## src/rtl/serial_port.sv

```systemverilog
// serial_port: memory-mapped 8N1 UART for the Z8 external bus (7F10-7F13).
// TX: holding register feeding a shift register, gapless back-to-back frames.
// RX: 2-flop synchronizer, mid-bit sampling, buffered for the processor.
// Build option SERIAL_RX_FIFO_EN: RX buffer is a 2^rxDepthBits-entry FIFO;
// without it the RX buffer is a single holding register.
module serial_port #(
    parameter int clocksPerBit = 416,
    parameter int rxDepthBits  = 2
) (
    input  logic       clk,
    input  logic       reset,
    input  logic [1:0] addr,
    input  logic [7:0] dataIn,
    output logic [7:0] dataOut,
    input  logic       strobe,
    input  logic       write,
    input  logic       serialIn,
    output logic       serialOut,
    output logic       irq
);

    localparam logic [11:0] BIT_LAST  = 12'(clocksPerBit - 1);
    localparam logic [11:0] HALF_LAST = 12'(clocksPerBit / 2 - 1);

    // bus decode: side effects only happen on the strobed edge
    logic rdData, rdStatus, wrData;
    assign rdData   = strobe && !write && (addr == 2'd0);
    assign rdStatus = strobe && !write && (addr == 2'd1);
    assign wrData   = strobe &&  write && (addr == 2'd0);

    // ---------------------------------------------------------------- TX
    typedef enum logic [1:0] {TX_IDLE, TX_START, TX_DATA, TX_STOP} txState_t;
    txState_t    txState, txStateNext;
    logic [11:0] txCnt, txCntNext;
    logic [2:0]  txBit, txBitNext;
    logic [7:0]  txShift, txShiftNext;
    logic        txOutNext, txTake;
    logic [7:0]  txHold;
    logic        txHoldFull;

    // holding register: loaded by the processor, emptied when the shifter takes it
    always_ff @(posedge clk or negedge reset) begin
        if (!reset) begin
            txHold     <= 8'h00;
            txHoldFull <= 1'b0;
        end else if (txTake) begin
            txHoldFull <= 1'b0;
        end else if (wrData && !txHoldFull) begin
            txHold     <= dataIn;
            txHoldFull <= 1'b1;
        end
    end

    // TX state register; serialOut is registered from the next-state decode
    always_ff @(posedge clk or negedge reset) begin
        if (!reset) begin
            txState   <= TX_IDLE;
            txCnt     <= 12'd0;
            txBit     <= 3'd0;
            txShift   <= 8'h00;
            serialOut <= 1'b1;
        end else begin
            txState   <= txStateNext;
            txCnt     <= txCntNext;
            txBit     <= txBitNext;
            txShift   <= txShiftNext;
            serialOut <= txOutNext;
        end
    end

    // TX next state: each bit lasts clocksPerBit cycles; STOP chains into START
    always_comb begin
        txStateNext = txState;
        txCntNext   = txCnt + 12'd1;
        txBitNext   = txBit;
        txShiftNext = txShift;
        txOutNext   = serialOut;
        txTake      = 1'b0;
        unique case (txState)
            TX_IDLE: begin
                txCntNext = 12'd0;
                txOutNext = 1'b1;
                if (txHoldFull) begin
                    txTake      = 1'b1;
                    txShiftNext = txHold;
                    txStateNext = TX_START;
                    txOutNext   = 1'b0;
                end
            end
            TX_START: if (txCnt == BIT_LAST) begin
                txCntNext   = 12'd0;
                txBitNext   = 3'd0;
                txStateNext = TX_DATA;
                txOutNext   = txShift[0];
            end
            TX_DATA: if (txCnt == BIT_LAST) begin
                txCntNext = 12'd0;
                if (txBit == 3'd7) begin
                    txStateNext = TX_STOP;
                    txOutNext   = 1'b1;
                end else begin
                    txBitNext   = txBit + 3'd1;
                    txShiftNext = {1'b0, txShift[7:1]};
                    txOutNext   = txShift[1];
                end
            end
            TX_STOP: if (txCnt == BIT_LAST) begin
                txCntNext = 12'd0;
                if (txHoldFull) begin
                    txTake      = 1'b1;
                    txShiftNext = txHold;
                    txStateNext = TX_START;
                    txOutNext   = 1'b0;
                end else begin
                    txStateNext = TX_IDLE;
                    txOutNext   = 1'b1;
                end
            end
            default: txStateNext = TX_IDLE;
        endcase
    end

    // ---------------------------------------------------------------- RX
    // BREAK holds off after a framing error until the line returns high
    typedef enum logic [2:0] {RX_IDLE, RX_START, RX_DATA, RX_STOP, RX_BREAK} rxState_t;
    rxState_t    rxState, rxStateNext;
    logic [11:0] rxCnt, rxCntNext;
    logic [2:0]  rxBit, rxBitNext;
    logic [7:0]  rxShift, rxShiftNext;
    logic        rxSync1, rxSync2;
    logic        rxPush, rxPushNext, framingSet;

    // RX registers, including the 2-flop synchronizer and the push pulse
    always_ff @(posedge clk or negedge reset) begin
        if (!reset) begin
            rxSync1 <= 1'b1;
            rxSync2 <= 1'b1;
            rxState <= RX_IDLE;
            rxCnt   <= 12'd0;
            rxBit   <= 3'd0;
            rxShift <= 8'h00;
            rxPush  <= 1'b0;
        end else begin
            rxSync1 <= serialIn;
            rxSync2 <= rxSync1;
            rxState <= rxStateNext;
            rxCnt   <= rxCntNext;
            rxBit   <= rxBitNext;
            rxShift <= rxShiftNext;
            rxPush  <= rxPushNext;
        end
    end

    // RX next state: half-bit start qualification, then full-bit sampling
    always_comb begin
        rxStateNext = rxState;
        rxCntNext   = rxCnt + 12'd1;
        rxBitNext   = rxBit;
        rxShiftNext = rxShift;
        rxPushNext  = 1'b0;
        framingSet  = 1'b0;
        unique case (rxState)
            RX_IDLE: begin
                rxCntNext = 12'd0;
                if (!rxSync2) rxStateNext = RX_START;
            end
            RX_START: if (rxCnt == HALF_LAST) begin
                rxCntNext   = 12'd0;
                rxBitNext   = 3'd0;
                rxStateNext = rxSync2 ? RX_IDLE : RX_DATA;
            end
            RX_DATA: if (rxCnt == BIT_LAST) begin
                rxCntNext   = 12'd0;
                rxShiftNext = {rxSync2, rxShift[7:1]};
                if (rxBit == 3'd7) rxStateNext = RX_STOP;
                else               rxBitNext   = rxBit + 3'd1;
            end
            RX_STOP: if (rxCnt == BIT_LAST) begin
                rxCntNext = 12'd0;
                if (rxSync2) begin
                    rxPushNext  = 1'b1;
                    rxStateNext = RX_IDLE;
                end else begin
                    framingSet  = 1'b1;
                    rxStateNext = RX_BREAK;
                end
            end
            RX_BREAK: begin
                rxCntNext = 12'd0;
                if (rxSync2) rxStateNext = RX_IDLE;
            end
            default: rxStateNext = RX_IDLE;
        endcase
    end

    // ---------------------------------------------------------------- RX buffer
    // rxShift is stable until the next frame's first data sample, so it is
    // the push data for the registered push pulse.
    logic [rxDepthBits:0] rxCount;
    logic [7:0]           rxHead;
    logic                 rxAvail, rxFull, rxPop, overrunSet;

    assign rxAvail = (rxCount != '0);

`ifdef SERIAL_RX_FIFO_EN
    localparam int RX_DEPTH = 1 << rxDepthBits;
    localparam logic [rxDepthBits:0] RX_FULL_COUNT = RX_DEPTH[rxDepthBits:0];
    logic [7:0]             rxMem [RX_DEPTH];
    logic [rxDepthBits-1:0] rxWrPtr, rxRdPtr;
    logic                   rxWrite;

    assign rxFull     = (rxCount == RX_FULL_COUNT);
    assign rxPop      = rdData && rxAvail;
    // a pop on the same edge makes room, so a full FIFO still accepts the push
    assign rxWrite    = rxPush && (!rxFull || rxPop);
    assign overrunSet = rxPush && rxFull && !rxPop;
    assign rxHead     = rxMem[rxRdPtr];

    // FIFO storage
    always_ff @(posedge clk) begin
        if (rxWrite) rxMem[rxWrPtr] <= rxShift;
    end

    // FIFO pointers and occupancy
    always_ff @(posedge clk or negedge reset) begin
        if (!reset) begin
            rxWrPtr <= '0;
            rxRdPtr <= '0;
            rxCount <= '0;
        end else begin
            if (rxWrite) rxWrPtr <= rxWrPtr + 1'b1;
            if (rxPop)   rxRdPtr <= rxRdPtr + 1'b1;
            if (rxWrite && !rxPop)      rxCount <= rxCount + 1'b1;
            else if (!rxWrite && rxPop) rxCount <= rxCount - 1'b1;
        end
    end
`else
    logic [7:0] rxHoldReg;
    logic       rxHoldValid;

    assign rxFull     = rxHoldValid;
    assign rxPop      = rdData && rxHoldValid;
    assign overrunSet = rxPush && rxHoldValid && !rxPop;
    assign rxHead     = rxHoldReg;
    assign rxCount    = {{rxDepthBits{1'b0}}, rxHoldValid};

    // single-entry RX holding register
    always_ff @(posedge clk or negedge reset) begin
        if (!reset) begin
            rxHoldReg   <= 8'h00;
            rxHoldValid <= 1'b0;
        end else if (rxPush && (!rxHoldValid || rxPop)) begin
            rxHoldReg   <= rxShift;
            rxHoldValid <= 1'b1;
        end else if (rxPop) begin
            rxHoldValid <= 1'b0;
        end
    end
`endif

    // ---------------------------------------------------------------- status
    logic overrun, framingErr;

    // sticky error bits; a new event wins over a clearing status read
    always_ff @(posedge clk or negedge reset) begin
        if (!reset) begin
            overrun    <= 1'b0;
            framingErr <= 1'b0;
        end else begin
            if (overrunSet)    overrun <= 1'b1;
            else if (rdStatus) overrun <= 1'b0;
            if (framingSet)    framingErr <= 1'b1;
            else if (rdStatus) framingErr <= 1'b0;
        end
    end

    assign irq = rxAvail;

    // read mux
    always_comb begin
        dataOut = 8'h00;
        unique case (addr)
            2'd0:    dataOut = rxAvail ? rxHead : 8'h00;
            2'd1:    dataOut = {2'b00, framingErr, overrun, (txState == TX_IDLE),
                                !txHoldFull, rxFull, rxAvail};
            default: dataOut = 8'h00;
        endcase
    end

endmodule

```

## config.mk

```make
export PLATFORM = sky130hd
export DESIGN_NAME = serial_port
export DESIGN_NICKNAME = d
export VERILOG_FILES = /design/src/rtl/serial_port.sv
export SDC_FILE = /design/constraint.sdc
export NUM_CORES = 1
export LEC_CHECK = 0
export BUFFER_PORTS_ARGS = -buffer_cell sky130_fd_sc_hd__buf_2
export CORE_MARGIN = 5
export CORE_UTILIZATION = 60
export DETAILED_ROUTE_END_ITERATION = 10
export PLACE_DENSITY = 0.79
export SETUP_SLACK_MARGIN = 0.15
export SLEW_MARGIN = 20
export SYNTH_ARGS = -nofsm -noshare
export SYNTH_HDL_FRONTEND = slang
export SYNTH_SLANG_ARGS = --single-unit
export TNS_END_PERCENT = 50
```

## constraint.sdc

```tcl
create_clock -name clk -period 3.45 [get_ports clk]
set_input_delay 0.69 -clock clk [delete_from_list [all_inputs] [get_ports clk]]
set_output_delay 0.69 -clock clk [all_outputs]
set_load 0.02 [all_outputs]
```

==> run_results.csv <==
group,metric,value,unit
grt,grt_pass1_wl,10960,um
yosys,postSynth.asyncResetShare,100.0,%
yosys,ys_seq_elements,75,
layout,mostFrequentLayoutCell,"dfrtp_1",
route,drc_errors,0,
cts,hold_buffers,0,
sta,finalSetupTns,0,ns
die,dieArea,0.007731,mm2
yosys,syn_nets,343,
cts,post-cts-setup-buffer-count,0,
cts,clockBufferDepth,2,
sta,rsz0062_at_grt,"no",
run_status,status,"completed",
die,start_util,61.54,%
layout,layout_common_cells,"72 x dfrtp_1, 39 x nor2_1, 25 x mux2_1",
die,rows,28,
yosys,yosys_most_used_dff,"dfrtp_1",
grt,grt_pass1_vias,2443,
cts,root_buffer,"clkbuf_8",
grt,antenna_found_initial,0,
place,portBuffers,24,
cts,ctsHtreeMaxLevel,3,
sta,finalCritPeriodShare,74.84,%
layout,final_cells,422,
route,vias,2382,
sta,worst_pin_slew,0.9002,ns
die,die_h,87.93,um
layout,layout.nets,369,
worst_setup_path,reg2reg_depth,6,
worst_setup_path,cp-endpoint,"txShift[1]$_DFFE_PN0P_",
worst_setup_path,r2r_start,"txState[0]$_DFFE_PN0P_",
worst_setup_path,cp_max_fo,18,
sta,post-route-min-period,2.582,ns
yosys,syn_area_per_cell,11.49,um2
place,dpl.cell_count,407,
route,drt_iter0_drc,81,
worst_setup_path,ff2ff_setup_slack,0.87,ns
cts,clk_pin_slew,0.07,ns
cts,cts_tree,"yes",
sta,timing.fmax,0.3873,GHz
route,routed_wirelength,6148,um
route,dr.pass1.iters,4,
pwr,leakage,0.001956,uW
worst_setup_path,worstSetupStartpoint,"txState[0]$_DFFE_PN0P_",
worst_setup_path,reg2reg_to,"txShift[1]$_DFFE_PN0P_",
sta,worst_clock_skew,0.006003,ns
die,pin_count,25,
yosys,syn_inst,317,
worst_setup_path,cp.arrival,2.80,ns
layout,antennaDiodeCount,0,
worst_setup_path,cp-start-kind,"flip-flop",
layout,layout-drive-gt1-share,17.87,%
layout,utilization,67.62,%
min_path,hold_class,"flip-flop to flip-flop",
layout,layout-area-overhead-vs-synth,9.890,%
flow_run,drv_cap,0,
place,gp_congestion,0.7796,
grt,grt_max_degree,76,
place,hpwlAfterDp,4320,um
sta,maxSlewViolCount,0,
yosys,synth_edf_count,0,
cts,clkLatencyLatePin,0.34,ns
die,core_area,0.005921,mm2
route,ant_nets,0,
die,die_w,87.93,um
sta,slew_headroom,39.99,%
cts,cts_resized,0,
yosys,ys_warn_count,0,
grt,grt.total_usage,18.25,%
sta,setup_viol,0,
sta,hold_viol_final,0,
cts,cts_sinks,75,
route,via_per_inst,5.645,
yosys,syn-cell-area,0.003643,mm2
cts,cts_buffers,9,
yosys,yosysSeqAreaShare,51.61,%
worst_setup_path,crit_path_end_kind,"flip-flop",
yosys,synth_cell_type_count,54,
pwr,power_density,418.8,mW/mm2
pwr,ir_drop,313.7,uV
worst_setup_path,critPathRequiredTime,3.66,ns
route,wl_per_cell,14.57,um
worst_setup_path,crit_type,"flip-flop to flip-flop",
grt,grt-ovfl-total,0,
[synth_stat cells (3+ instances only)]
master / n / area share (%)
and3_1: 7 / 1.2
mux2_2: 15 / 4.6
nand4_1: 9 / 1.5
nand2b_1: 5 / 0.86
dfstp_2: 3 / 2.2
dfrtp_1: 72 / 49
o21ai_1: 3 / 0.41
nor2_1: 39 / 4.0
inv_1: 10 / 1.0
mux2_1: 25 / 7.7
nor2b_1: 5 / 0.86
ha_1: 11 / 3.8
nand3_1: 9 / 1.2
and4_1: 6 / 1.4
xor2_1: 11 / 2.6
buf_2: 4 / 0.55
nor3b_1: 4 / 0.82
clkbuf_1: 4 / 0.41
a22oi_1: 5 / 1.0
nand2_1: 13 / 1.3
xnor2_1: 10 / 2.4
a21oi_1: 3 / 0.41
a211oi_1: 3 / 0.62
nor3_1: 6 / 0.82
[critical path, stage by stage, from the launching register on]
cell and delay (ns):
dfrtp_1 0.42, inv_1 0.16, ha_1 0.57, nor2b_1 0.29, a21oi_1 0.08, nor3_2 0.56, mux2_1 0.39
[flip-flops by register name (all words and copies together), names as in the netlist]
register	flops
rxHead	8
txHold	8
txShift	8
txCnt	12
rxSync1	1
rxPush	1
txState	2
framingErr	1
irq	1
rxSync2	1
txBit	3
serialOut	1
overrun	1
txHoldFull	1
rxCnt	12
rxShift	8
rxBit	3
rxState	3
[cells by family (layout without fill, tap and decap cells)]
logic type | after synthesis | after routing | synth area share, %
DFF | 75 | 75 | 51.61
and+or+nand+nor | 116 | 116 | 17.75
AOI/OAI and AO/OA | 34 | 34 | 7.075
buffers and inverters | 19 | 49 | 2.095
xor gates and xnor gates | 21 | 21 | 5.048
muxes | 41 | 41 | 12.64
adders and majority gates | 11 | 11 | 3.777
[power by group]
group / switching, uW / internal, uW / leakage [uW]
clock network: 300 / 327 / 0.0000881
logic: 48.2 / 60.2 / 0.000878
registers: 22.5 / 919 / 0.000990
total: 370 / 1310 / 0.00196
[per-layer routing]
metal  GRT usage [%]  vias up  part of all wire [%]
li1                -     1186                     -
met1           23.08     1160                    46
met2           29.66       30                    50
met3           4.516        6                   3.1
met4           8.368        0                   1.1
met5               0        -                     0
[cell type report]
class                   count  area, um2
flip-flops and latches     75       1881
clock inverters             5      55.05
multi-input cells         223       1687
inverters                  10      37.54
well taps                  75      93.84
clock buffers              10      127.6
repair buffers             24      122.6
fillers                   447       1917
[worst min path at each step]
stage | startpoint | endpoint | depth (start not counted)
2_1_floorplan | rxSync1$_DFF_PN1_ | rxSync2$_DFF_PN1_ | 0
3_3_place_gp | rxSync1$_DFF_PN1_ | rxSync2$_DFF_PN1_ | 0
3_5_place_dp | rxSync1$_DFF_PN1_ | rxSync2$_DFF_PN1_ | 0
4_1_cts | rxSync1$_DFF_PN1_ | rxSync2$_DFF_PN1_ | 0
5_1_grt | rxSync1$_DFF_PN1_ | rxSync2$_DFF_PN1_ | 0
6_report | rxSync1$_DFF_PN1_ | rxSync2$_DFF_PN1_ | 0
[metrics by stage]
stage                     worst slack [ns]  power [uW]  hold slack [ns]  instance area (um2)
final                               0.8680        1677           0.3576                 4004
after global routing                0.6677        1755           0.3696                 4004
after CTS                           0.8553        1700           0.3606                 4004
after detailed placement            0.8663        1067           0.3491                 3821
after global placement              0.9953        1063           0.3463                 3821
after floorplan                      1.292        1022           0.3452                 3643
Power figures use the tool's default switching activity.
